`config.mk`:
```
export PLATFORM = sky130hd
export DESIGN_NAME = uart_tx_serializer_flat
export DESIGN_NICKNAME = d
export VERILOG_FILES = /design/src/rtl/uart_tx_serializer_if.sv /design/src/rtl/uart_tx_serializer.sv /design/src/flat_wrapper.sv
export SDC_FILE = /design/constraint.sdc
export NUM_CORES = 1
export LEC_CHECK = 0
export BUFFER_PORTS_ARGS = -buffer_cell sky130_fd_sc_hd__buf_2
export CAP_MARGIN = 20
export CORE_MARGIN = 4
export CORE_UTILIZATION = 51
export DETAILED_ROUTE_END_ITERATION = 16
export GPL_ROUTABILITY_DRIVEN = 0
export PLACE_DENSITY = 0.86
export SLEW_MARGIN = 20
export SYNTH_ARGS = -nofsm -noshare
export SYNTH_HDL_FRONTEND = slang
export SYNTH_SLANG_ARGS = --single-unit
```
`constraint.sdc`:
```
create_clock -name clk -period 1.8 [get_ports clk]
set_input_delay 0.54 -clock clk [delete_from_list [all_inputs] [get_ports clk]]
set_output_delay 0.54 -clock clk [all_outputs]
set_load 0.05 [all_outputs]
```
`src/rtl/uart_tx_serializer_if.sv`:
```
// Buffer-to-serializer bundle: pop handshake toward the TX buffer, serial line and status back out.
// The debug state field mirrors the serializer FSM encoding (0=IDLE,1=FETCH,2=START,3=DATA,4=PARITY,5=STOP).
interface uart_tx_serializer_if;
  logic       fifo_empty;
  logic       fifo_rd_en;
  logic [7:0] fifo_data;
  logic       tx;
  logic       busy;
  logic       tx_done;
  logic [2:0] dbg_state;

  // Handshake: fifo_rd_en is a one-cycle pop, asserted only while fifo_empty is low;
  // the popped byte appears on fifo_data on the following cycle and is consumed there.
  modport master (
    input  fifo_empty, fifo_data,
    output fifo_rd_en, tx, busy, tx_done, dbg_state
  );
  modport slave (
    output fifo_empty, fifo_data,
    input  fifo_rd_en, tx, busy, tx_done, dbg_state
  );
endinterface

```
`src/rtl/uart_tx_serializer.sv`:
```
// UART transmit engine: pops a byte from the TX buffer and shifts out start, data (LSB first), optional parity, stop.
// Define UART_TX_PARITY_EN to insert the parity bit (even, or odd with PARITY_ODD=1) between data and stop.
module uart_tx_serializer #(
  parameter int CLKS_PER_BIT = 434,
  parameter int DATA_BITS    = 8,
  parameter int STOP_BITS    = 1,
  parameter bit PARITY_ODD   = 1'b0
) (
  input  logic                 clk,
  input  logic                 rst,
  uart_tx_serializer_if.master bus
);

  localparam int CNT_W = $clog2(CLKS_PER_BIT);
  localparam int IDX_W = $clog2(DATA_BITS);

  typedef enum logic [2:0] {
    S_IDLE   = 3'd0,
    S_FETCH  = 3'd1,
    S_START  = 3'd2,
    S_DATA   = 3'd3,
`ifdef UART_TX_PARITY_EN
    S_PARITY = 3'd4,
`endif
    S_STOP   = 3'd5
  } state_e;

  state_e               state_q, state_d;
  logic [CNT_W-1:0]     cnt_q, cnt_d;
  logic [IDX_W-1:0]     idx_q, idx_d;
  logic [DATA_BITS-1:0] shift_q, shift_d;
  logic                 tx_q, tx_d;
  logic                 bit_end;
  logic                 done_c;
`ifdef UART_TX_PARITY_EN
  logic                 parity_q, parity_d;
`endif

  // Upper buffer bits are dropped when DATA_BITS < 8; PARITY_ODD is dead without the parity build.
  logic unused_ok;
  assign unused_ok = ^{bus.fifo_data, PARITY_ODD};

  assign bit_end        = (cnt_q == CNT_W'(CLKS_PER_BIT - 1));
  assign bus.fifo_rd_en = !rst && (state_q == S_IDLE) && !bus.fifo_empty;
  assign bus.busy       = (state_q != S_IDLE);
  assign bus.tx_done    = done_c;
  assign bus.tx         = tx_q;
  assign bus.dbg_state  = state_q;

  always_comb begin
    state_d  = state_q;
    cnt_d    = cnt_q;
    idx_d    = idx_q;
    shift_d  = shift_q;
    tx_d     = tx_q;
    done_c   = 1'b0;
`ifdef UART_TX_PARITY_EN
    parity_d = parity_q;
`endif

    // Bit-timed states wrap the baud counter at every bit end; states only change there, so it also clears on change.
    if (state_q != S_IDLE && state_q != S_FETCH) begin
      cnt_d = bit_end ? '0 : cnt_q + 1'b1;
    end

    unique case (state_q)
      S_IDLE: begin
        if (!bus.fifo_empty) state_d = S_FETCH;
      end
      S_FETCH: begin
        shift_d  = bus.fifo_data[DATA_BITS-1:0];
`ifdef UART_TX_PARITY_EN
        parity_d = (^bus.fifo_data[DATA_BITS-1:0]) ^ PARITY_ODD;
`endif
        idx_d    = '0;
        cnt_d    = '0;
        tx_d     = 1'b0;
        state_d  = S_START;
      end
      S_START: begin
        if (bit_end) begin
          tx_d    = shift_q[0];
          state_d = S_DATA;
        end
      end
      S_DATA: begin
        if (bit_end) begin
          shift_d = shift_q >> 1;
          if (idx_q == IDX_W'(DATA_BITS - 1)) begin
            idx_d   = '0;
`ifdef UART_TX_PARITY_EN
            tx_d    = parity_q;
            state_d = S_PARITY;
`else
            tx_d    = 1'b1;
            state_d = S_STOP;
`endif
          end else begin
            idx_d = idx_q + 1'b1;
            tx_d  = shift_q[1];
          end
        end
      end
`ifdef UART_TX_PARITY_EN
      S_PARITY: begin
        if (bit_end) begin
          tx_d    = 1'b1;
          state_d = S_STOP;
        end
      end
`endif
      S_STOP: begin
        if (bit_end) begin
          if (idx_q == IDX_W'(STOP_BITS - 1)) begin
            idx_d   = '0;
            done_c  = 1'b1;
            state_d = S_IDLE;
          end else begin
            idx_d = idx_q + 1'b1;
          end
        end
      end
      default: begin
        tx_d    = 1'b1;
        cnt_d   = '0;
        idx_d   = '0;
        state_d = S_IDLE;
      end
    endcase
  end

  always_ff @(posedge clk) begin
    if (rst) begin
      state_q  <= S_IDLE;
      cnt_q    <= '0;
      idx_q    <= '0;
      shift_q  <= '0;
      tx_q     <= 1'b1;
`ifdef UART_TX_PARITY_EN
      parity_q <= 1'b0;
`endif
    end else begin
      state_q  <= state_d;
      cnt_q    <= cnt_d;
      idx_q    <= idx_d;
      shift_q  <= shift_d;
      tx_q     <= tx_d;
`ifdef UART_TX_PARITY_EN
      parity_q <= parity_d;
`endif
    end
  end

endmodule

```
`src/flat_wrapper.sv`:
```
// flat-port wrapper written by rule: the top's interface ports become plain ports
module uart_tx_serializer_flat 
#(
  parameter int CLKS_PER_BIT = 434,
  parameter int DATA_BITS    = 8,
  parameter int STOP_BITS    = 1,
  parameter bit PARITY_ODD   = 1'b0
)
  (clk, rst, bus_fifo_empty, bus_fifo_data, bus_fifo_rd_en, bus_tx, bus_busy, bus_tx_done, bus_dbg_state);
  uart_tx_serializer_if bus_i ();
  input  logic clk;
  input  logic rst;
  input wire logic [$bits(bus_i.fifo_empty)-1:0] bus_fifo_empty;
  input wire logic [$bits(bus_i.fifo_data)-1:0] bus_fifo_data;
  output wire logic [$bits(bus_i.fifo_rd_en)-1:0] bus_fifo_rd_en;
  output wire logic [$bits(bus_i.tx)-1:0] bus_tx;
  output wire logic [$bits(bus_i.busy)-1:0] bus_busy;
  output wire logic [$bits(bus_i.tx_done)-1:0] bus_tx_done;
  output wire logic [$bits(bus_i.dbg_state)-1:0] bus_dbg_state;
  assign bus_i.fifo_empty = bus_fifo_empty;
  assign bus_i.fifo_data = bus_fifo_data;
  assign bus_fifo_rd_en = bus_i.fifo_rd_en;
  assign bus_tx = bus_i.tx;
  assign bus_busy = bus_i.busy;
  assign bus_tx_done = bus_i.tx_done;
  assign bus_dbg_state = bus_i.dbg_state;
  uart_tx_serializer #(.CLKS_PER_BIT(CLKS_PER_BIT), .DATA_BITS(DATA_BITS), .STOP_BITS(STOP_BITS), .PARITY_ODD(PARITY_ODD)) u_core (.clk(clk), .rst(rst), .bus(bus_i));
endmodule
```
==> run_summary.xml, run 1 <==
<?xml version="1.0" encoding="UTF-8"?>
<metrics>
  <group name="global_routing">
    <metric name="grt.busiest_layer" unit="">met2</metric>
    <metric name="grt-ovfl-total" unit="">0</metric>
    <metric name="grt_max_degree" unit="">24</metric>
    <metric name="use_met3" unit="%">4.320</metric>
    <metric name="grt_antenna_before_repair" unit="">0</metric>
    <metric name="grt_first_pass_wirelength" unit="um">5733</metric>
    <metric name="grtUsageTotal" unit="%">20.96</metric>
    <metric name="global_route.usage.met1" unit="%">24.80</metric>
    <metric name="first_global_vias" unit="">1341</metric>
    <metric name="groute.layer.met2.usage" unit="%">35.96</metric>
  </group>
  <group name="timing">
    <metric name="achievable-frequency" unit="GHz">0.4233</metric>
    <metric name="fin_crit" unit="ns">2.363</metric>
    <metric name="setup_violations" unit="">3</metric>
    <metric name="rsz0062_at_grt" unit="">true</metric>
    <metric name="hold_viol_final" unit="">0</metric>
    <metric name="worst-slew-pin-transition" unit="ns">0.5938</metric>
    <metric name="slew_violations" unit="">0</metric>
    <metric name="finalClockSkew" unit="ns">0.004704</metric>
    <metric name="setup-tns-final" unit="ns">-0.6116</metric>
    <metric name="portion_of_the_clock_cycle_consumed_by_the_worst_path_in_the_final_layout" unit="%">131.3</metric>
    <metric name="worst_slack" unit="ns">-0.5626</metric>
    <metric name="timing.slew.headroom" unit="%">60.41</metric>
  </group>
  <group name="synth">
    <metric name="synth.yosys.seq_area_share" unit="%">35.07</metric>
    <metric name="postSynthNetCount" unit="">176</metric>
    <metric name="yosysWarnings" unit="">0</metric>
    <metric name="synth_top_area_share" unit="%">35.07</metric>
    <metric name="synth.distinct_cells" unit="">46</metric>
    <metric name="syn_avg_cell_area" unit="sq um">8.563</metric>
    <metric name="synth.ff_latch_count" unit="">24</metric>
    <metric name="synthCells" unit="">160</metric>
    <metric name="netlist_area" unit="sq um">1370</metric>
    <metric name="synth_flop_cell" unit="">sky130_fd_sc_hd__dfxtp_1</metric>
    <metric name="synth_async_sr_flop_share" unit="%">0</metric>
    <metric name="synthTopCellsByArea" unit="">sky130_fd_sc_hd__dfxtp_1 (35%), sky130_fd_sc_hd__nor2b_1 (5.0%), sky130_fd_sc_hd__ha_1 (4.6%), sky130_fd_sc_hd__o2bb2ai_1 (4.5%), sky130_fd_sc_hd__nor2_1 (3.8%)</metric>
    <metric name="synth-edff-count" unit="">0</metric>
    <metric name="synth_largest_area_cell" unit="">sky130_fd_sc_hd__dfxtp_1</metric>
  </group>
  <group name="power_and_ir_drop">
    <metric name="max-vdd-ir-drop" unit="mV">0.5917</metric>
    <metric name="power_per_cell_area" unit="nW/um^2">818.8</metric>
    <metric name="total_leakage_power" unit="nW">0.7255</metric>
  </group>
  <group name="cells_and_area">
    <metric name="fin_cells" unit="">224</metric>
    <metric name="ratio_of_cells_with_drive_above_1_in_the_final_layout" unit="%">29.90</metric>
    <metric name="postLayoutCoreUtil" unit="%">70.68</metric>
    <metric name="insertedDiodeCount" unit="">0</metric>
    <metric name="area_delta_synth_final" unit="%">30.14</metric>
    <metric name="design.final.nets" unit="">211</metric>
    <metric name="layout.filler_cells" unit="">169</metric>
  </group>
  <group name="run_status">
    <metric name="failed_checks" unit="">negative setup slack</metric>
    <metric name="outcome" unit="">finished, violations left</metric>
  </group>
  <group name="cts">
    <metric name="h-tree-depth" unit="">1</metric>
    <metric name="cts-root-buf" unit="">sky130_fd_sc_hd__clkbuf_4</metric>
    <metric name="tritoncts" unit="">yes</metric>
    <metric name="clk_pin_slew_worst_setup_hold_paths" unit="ns">0.14</metric>
    <metric name="clock_latency" unit="ns">0.33</metric>
    <metric name="hold_bufs_at_cts" unit="">0</metric>
    <metric name="cts_sinks" unit="">24</metric>
    <metric name="cts_made_buffers" unit="">3</metric>
    <metric name="clock_tree.buffer_depth" unit="">2</metric>
  </group>
  <group name="die">
    <metric name="core_area" unit="sq um">2522</metric>
    <metric name="dieArea" unit="sq um">3580</metric>
    <metric name="rows" unit="">18</metric>
    <metric name="die_height" unit="um">59.83</metric>
    <metric name="initial_utilization" unit="%">54.32</metric>
    <metric name="die_w" unit="um">59.83</metric>
    <metric name="io_pins" unit="">18</metric>
  </group>
  <group name="drt">
    <metric name="drt_drc_violations_left" unit="">0</metric>
    <metric name="vias_per_cell" unit="">6.058</metric>
    <metric name="dr.pass1.iters" unit="">6</metric>
    <metric name="route.antenna.remaining_nets" unit="">0</metric>
    <metric name="dr_total_vias" unit="">1357</metric>
    <metric name="drt_first_iter_violations" unit="">82</metric>
    <metric name="drt-total-wl" unit="um">3562</metric>
    <metric name="route.detailed.wl_per_inst" unit="um">15.90</metric>
  </group>
  <group name="placed_design">
    <metric name="place.port_buffers" unit="">17</metric>
    <metric name="placed_cells_incl_taps" unit="">215</metric>
    <metric name="dpl.hpwl" unit="um">2444</metric>
  </group>
  <group name="worst_setup_path">
    <metric name="critical_path.n_buffers_inverters" unit="">1</metric>
    <metric name="crit_path_top_delay_cell" unit="">sky130_fd_sc_hd__or4b_4</metric>
    <metric name="critPathCaptureType" unit="">output port</metric>
    <metric name="worst_r2r_startpoint" unit="">u_core.cnt_q[1]$_SDFFE_PP0P_</metric>
    <metric name="cp_data_arrival_time" unit="ns">1.82</metric>
    <metric name="rrSetupSlack" unit="ns">-0.01</metric>
    <metric name="path_max_fanout" unit="">3</metric>
    <metric name="critical_path_rt" unit="ns">1.26</metric>
    <metric name="timing.critical_path.from_type" unit="">flip-flop</metric>
    <metric name="timing.critical_path.cells" unit="">or4b_4 -&gt; or2_4 -&gt; nor3b_4 -&gt; buf_6</metric>
    <metric name="reg2regPathDepth" unit="">8</metric>
    <metric name="cell_type_group_with_the_largest_total_delay_on_the_critical_path" unit="">simple AND/OR/NAND/NOR gates</metric>
    <metric name="critical_path_cell_count" unit="">4</metric>
    <metric name="timing.setup.critical_path_class" unit="">flip-flop to output port</metric>
    <metric name="max_stage_delay" unit="ns">0.53</metric>
    <metric name="r2r_end" unit="">u_core.cnt_q[1]$_SDFFE_PP0P_</metric>
  </group>
  <group name="hold_path">
    <metric name="worst_min_delay_path_class" unit="">primary input to flip-flop</metric>
    <metric name="hp-start" unit="">bus_fifo_data[7]</metric>
    <metric name="whs_endpoint" unit="">u_core.shift_q[7]$_SDFFE_PP0P_</metric>
    <metric name="hold_depth" unit="">2</metric>
  </group>
  <group name="job">
    <metric name="maxCapViolations" unit="">0</metric>
  </group>
</metrics>
==> power breakdown <==
part,internal [W],switching (W),total (W)
clock network,0.000225,0.000175,0.000401
logic,0.000190,0.000271,0.000461
registers,0.000569,0.0000289,0.000598
total,0.000984,0.000475,0.00146
==> cells in the mapped netlist (all sizes together), types with 2 or more instances <==
cell type  instances
nand4              4
nor2              15
o2bb2ai            7
a31oi              8
dfxtp             24
nand2              7
o2111ai            2
and3               2
a21oi              5
ha                 5
clkbuf             6
nor3b              2
a2bb2oi            2
o22ai              3
nand3              2
xor2               6
nor3               3
buf                5
nor2b             11
o21ai              6
inv                5
xnor2              3
nand2b             5
or3                3
==> how the worst max path moves through the flow <==
stage                                       from          end  slack [ns]
CTS                 u_core.cnt_q[6]$_SDFFE_PP0P_  bus_tx_done       -0.57
global route        u_core.cnt_q[6]$_SDFFE_PP0P_  bus_tx_done       -0.62
detailed placement  u_core.cnt_q[6]$_SDFFE_PP0P_  bus_tx_done       -0.27
finish              u_core.cnt_q[6]$_SDFFE_PP0P_  bus_tx_done       -0.56
global placement    u_core.cnt_q[6]$_SDFFE_PP0P_  bus_tx_done       -0.26
floorplan           u_core.cnt_q[6]$_SDFFE_PP0P_  bus_tx_done       -0.36
==> state kept, by name, indices dropped and copies added (netlist names) <==
name	flops
u_core.bus.dbg_state	3
u_core.shift_q	8
u_core.cnt_q	9
u_core.idx_q	3
u_core.bus.tx	1
==> final cells by class <==
cell class | count | area (sq um) | share of cell area, %
multi-input cells | 120 | 860.8 | 48.28
clock inverters | 1 | 30.03 | 1.684
clock buffers | 3 | 22.52 | 1.263
well taps | 30 | 37.54 | 2.105
inverters | 5 | 18.77 | 1.053
flip-flops and latches | 24 | 494.2 | 27.72
repair buffers | 41 | 319.1 | 17.89
==> metal layers <==
metal / up-vias / share of wire (%)
met5: - / 0
met1: 648 / 41
li1: 654 / -
met2: 43 / 51
met3: 12 / 5.2
met4: 0 / 2.3
==> stage by stage <==
| stage | total power (W) | setup WS (ns) | hold WS (ns) | area, sq um |
|---|---|---|---|---|
| final | 0.001460 | -0.5626 | 0.4572 | 1783 |
| after CTS | 0.001437 | -0.5669 | 0.4548 | 1765 |
| after detailed placement | 0.0009893 | -0.2739 | 0.4496 | 1635 |
| after floorplan | 0.0008927 | -0.3586 | 0.4259 | 1414 |
| after global routing | 0.001516 | -0.6164 | 0.4500 | 1783 |
| after global placement | 0.0009760 | -0.2570 | 0.4439 | 1635 |
==> cells by family after synthesis <==
kind of cell             synth area share [%]
buffers and inverters                   5.297
adder cells (fa/ha/maj)                 4.566
flip-flops                              35.07
XOR/XNOR                                5.754
multiplexers                            1.552
AND/OR/NAND/NOR                         25.21
AO/OA/AOI/OAI                           22.56
==> cells in the final DEF (no fill, tap or decap), types with 4 or more instances in the layout <==
cell type and count:
sky130_fd_sc_hd__nor2b_1 11, sky130_fd_sc_hd__nand2b_1 5, sky130_fd_sc_hd__buf_2 11, sky130_fd_sc_hd__nor2_1 14
sky130_fd_sc_hd__buf_6 5, sky130_fd_sc_hd__buf_4 23, sky130_fd_sc_hd__o21ai_0 5, sky130_fd_sc_hd__a21oi_1 5
sky130_fd_sc_hd__dfxtp_1 19, sky130_fd_sc_hd__a31oi_1 8, sky130_fd_sc_hd__ha_1 5, sky130_fd_sc_hd__xor2_1 6
sky130_fd_sc_hd__o2bb2ai_1 7, sky130_fd_sc_hd__nand4_1 4, sky130_fd_sc_hd__nand2_1 7, sky130_fd_sc_hd__inv_1 4
==> timing repair <==
action                                  in CTS  in global routing
pin swaps                                    2                  0
buffers inserted                             5                  0
resized for setup                           14                  5
endpoints found under the setup margin       7                 12
(Power assumes the default switching activity.)
==> run 2, diff against run 1 <==
==> constraint.sdc (replaced) <==
create_clock -name clk -period 1.8 [get_ports clk]
set_input_delay 0.27 -clock clk [delete_from_list [all_inputs] [get_ports clk]]
set_output_delay 0.27 -clock clk [all_outputs]
set_load 0.05 [all_outputs]
==> run 2 against run 1 <==
The run still ends with negative setup slack left; cell area fell by 5.1%; core utilization fell by 3.6 points; clock-buffer cell count rose by 1; register-to-register slack barely moved; flip-flop and latch count did not move; critical endpoint unchanged.
==> run_summary.xml, run 2 (synthesis gave the netlist of run 1 again) <==
<?xml version="1.0" encoding="UTF-8"?>
<metrics>
  <group name="drt">
    <metric name="route.detailed.wl_per_inst" unit="um">16.26</metric>
    <metric name="vias_per_cell" unit="">6.023</metric>
    <metric name="drt-total-wl" unit="um">3528</metric>
    <metric name="drt_first_iter_violations" unit="">77</metric>
    <metric name="dr.pass1.iters" unit="">4</metric>
    <metric name="route.antenna.remaining_nets" unit="">0</metric>
    <metric name="drt_drc_violations_left" unit="">0</metric>
    <metric name="dr_total_vias" unit="">1307</metric>
  </group>
  <group name="timing">
    <metric name="hold_viol_final" unit="">0</metric>
    <metric name="fin_crit" unit="ns">2.100</metric>
    <metric name="portion_of_the_clock_cycle_consumed_by_the_worst_path_in_the_final_layout" unit="%">116.7</metric>
    <metric name="worst_slack" unit="ns">-0.2999</metric>
    <metric name="setup_violations" unit="">2</metric>
    <metric name="finalClockSkew" unit="ns">0.004311</metric>
    <metric name="achievable-frequency" unit="GHz">0.4762</metric>
    <metric name="worst-slew-pin-transition" unit="ns">0.3953</metric>
    <metric name="slew_violations" unit="">0</metric>
    <metric name="rsz0062_at_grt" unit="">true</metric>
    <metric name="timing.slew.headroom" unit="%">73.59</metric>
  </group>
  <group name="placed_design">
    <metric name="place.port_buffers" unit="">17</metric>
    <metric name="detailedPlace.worstSlack" unit="ns">-0.004152</metric>
    <metric name="dpl.hpwl" unit="um">2463</metric>
  </group>
  <group name="power_and_ir_drop">
    <metric name="power_per_cell_area" unit="nW/um^2">771.8</metric>
    <metric name="total_leakage_power" unit="nW">0.6757</metric>
    <metric name="max-vdd-ir-drop" unit="mV">0.6248</metric>
    <metric name="p_total" unit="W">0.001306</metric>
  </group>
  <group name="die">
    <metric name="core_area" unit="sq um">2522</metric>
    <metric name="die_height" unit="um">59.83</metric>
    <metric name="rows" unit="">18</metric>
    <metric name="die_w" unit="um">59.83</metric>
    <metric name="io_pins" unit="">18</metric>
    <metric name="dieArea" unit="sq um">3580</metric>
    <metric name="initial_utilization" unit="%">54.32</metric>
  </group>
  <group name="cells_and_area">
    <metric name="layout_top_registers" unit="">u_core.cnt_q: 9 flops, u_core.shift_q: 8 flops</metric>
    <metric name="mostFrequentLayoutCell" unit="">sky130_fd_sc_hd__dfxtp_1</metric>
    <metric name="design.final.nets" unit="">204</metric>
    <metric name="ratio_of_cells_with_drive_above_1_in_the_final_layout" unit="%">28.34</metric>
    <metric name="area_delta_synth_final" unit="%">23.47</metric>
    <metric name="registers.top_by_ff_count" unit="">u_core.cnt_q</metric>
    <metric name="largest_register_ffs" unit="">9</metric>
    <metric name="insertedDiodeCount" unit="">0</metric>
    <metric name="layout.filler_cells" unit="">212</metric>
    <metric name="combined_flip_flop_and_latch_cell_area" unit="sq um">491.7</metric>
    <metric name="multiInputGateArea" unit="sq um">869.6</metric>
    <metric name="mostFrequentLayoutCells" unit="">sky130_fd_sc_hd__dfxtp_1 (19), sky130_fd_sc_hd__buf_4 (16), sky130_fd_sc_hd__buf_2 (15)</metric>
  </group>
  <group name="run_status">
    <metric name="failed_checks" unit="">negative setup slack</metric>
    <metric name="outcome" unit="">finished, violations left</metric>
  </group>
  <group name="worst_setup_path">
    <metric name="critical_path_rt" unit="ns">1.53</metric>
    <metric name="timing.setup.critical_path_class" unit="">flip-flop to output port</metric>
    <metric name="crit_path_top_delay_cell" unit="">sky130_fd_sc_hd__or4b_4</metric>
    <metric name="path_max_fanout" unit="">3</metric>
    <metric name="timing.critical_path.from_type" unit="">flip-flop</metric>
    <metric name="cp_data_arrival_time" unit="ns">1.83</metric>
    <metric name="max_stage_delay" unit="ns">0.53</metric>
    <metric name="critPathCaptureType" unit="">output port</metric>
    <metric name="timing.critical_path.cells" unit="">or4b_4 -&gt; or2_4 -&gt; nor3b_4 -&gt; buf_6</metric>
    <metric name="reg2regPathDepth" unit="">5</metric>
  </group>
  <group name="cts">
    <metric name="tritoncts" unit="">yes</metric>
    <metric name="h-tree-depth" unit="">1</metric>
    <metric name="clock_latency" unit="ns">0.33</metric>
    <metric name="clock_tree.buffer_depth" unit="">2</metric>
    <metric name="cts-root-buf" unit="">sky130_fd_sc_hd__clkbuf_4</metric>
    <metric name="hold_bufs_at_cts" unit="">0</metric>
    <metric name="clk_pin_slew_worst_setup_hold_paths" unit="ns">0.14</metric>
    <metric name="cts_sinks" unit="">24</metric>
    <metric name="cts_made_buffers" unit="">3</metric>
  </group>
  <group name="global_routing">
    <metric name="first_global_vias" unit="">1198</metric>
    <metric name="grt_first_pass_wirelength" unit="um">5602</metric>
    <metric name="grtUsageTotal" unit="%">20.32</metric>
    <metric name="grt_max_degree" unit="">23</metric>
    <metric name="grt-ovfl-total" unit="">0</metric>
    <metric name="grt_antenna_before_repair" unit="">0</metric>
  </group>
  <group name="job">
    <metric name="maxCapViolations" unit="">0</metric>
  </group>
  <group name="hold_path">
    <metric name="worst_min_delay_path_class" unit="">primary input to flip-flop</metric>
    <metric name="hold_depth" unit="">2</metric>
  </group>
</metrics>
## run 2: changes by cell type in the layout (fill, tap and decap cells not counted), sizes merged
cell,previous run,this run
bufinv,1,0
buf,41,34
clkbuf,3,4
## run 2: worst max-delay path: cells and delay by family (launching register included)
kind | cells | cell delay [ns]
and+or+nand+nor | 3 | 0.97
DFF | 1 | 0.35
buffers and inverters | 1 | 0.18
## run 2: per-layer routing
layer | vias to the layer above | wire length (um) | track usage (%)
met2 | 28 | 1851 | 35.65
li1 | 639 | - | -
met3 | 4 | 118 | 3.240
met5 | - | 0 | 0
met1 | 636 | 1532 | 26.22
met4 | 0 | 26 | 3.797
## run 2: cell type report
type / count / area share (%)
Sequential cell: 24 / 29.07
Multi-Input combinational cell: 120 / 51.41
Inverter: 5 / 1.109
Clock buffer: 4 / 2.145
Timing Repair Buffer: 34 / 14.05
Tap cell: 30 / 2.219
## run 2: report_power, final
group / internal [W] / switching (W)
clock: 0.000124 / 0.000177
sequential: 0.000569 / 0.0000493
combinational: 0.000146 / 0.000240
total: 0.000839 / 0.000466
## run 2: what timing repair did
| action | 4_1_cts | 5_1_grt |
|---|---|---|
| resized for setup | 5 | 5 |
| pin swaps | 0 | 2 |
| setup buffers | 1 | 4 |
| setup endpoints to repair | 2 | 18 |
## run 2: path summary, 6_finish.rpt
path | from | endpoint | slack (ns)
worst max-delay path | u_core.cnt_q[6]$_SDFFE_PP0P_ | bus_tx_done | -0.30
worst min-delay path | bus_fifo_data[7] | u_core.shift_q[7]$_SDFFE_PP0P_ | 0.18
worst max register to register | u_core.cnt_q[6]$_SDFFE_PP0P_ | u_core.bus.dbg_state[0]$_SDFFE_PP0P_ | -0.02
worst min register to register | u_core.shift_q[3]$_SDFFE_PP0P_ | u_core.shift_q[3]$_SDFFE_PP0P_ | 0.48
## run 2: stage by stage
step / instance area [sq um] / TNS [ns] / util, % / instances / hold slack, ns
finish: 1692 / -0.3200 / 67.06 / 217 / 0.1844
global route: 1692 / -0.4895 / 67.06 / 217 / 0.1968
CTS: 1642 / -0.2963 / 65.08 / 213 / 0.1956
detailed placement: 1583 / -0.004152 / 62.75 / 208 / 0.4530
global placement: 1583 / 0 / 62.75 / 208 / 0.4442
floorplan: 1414 / -0.1648 / - / 160 / 0.4241
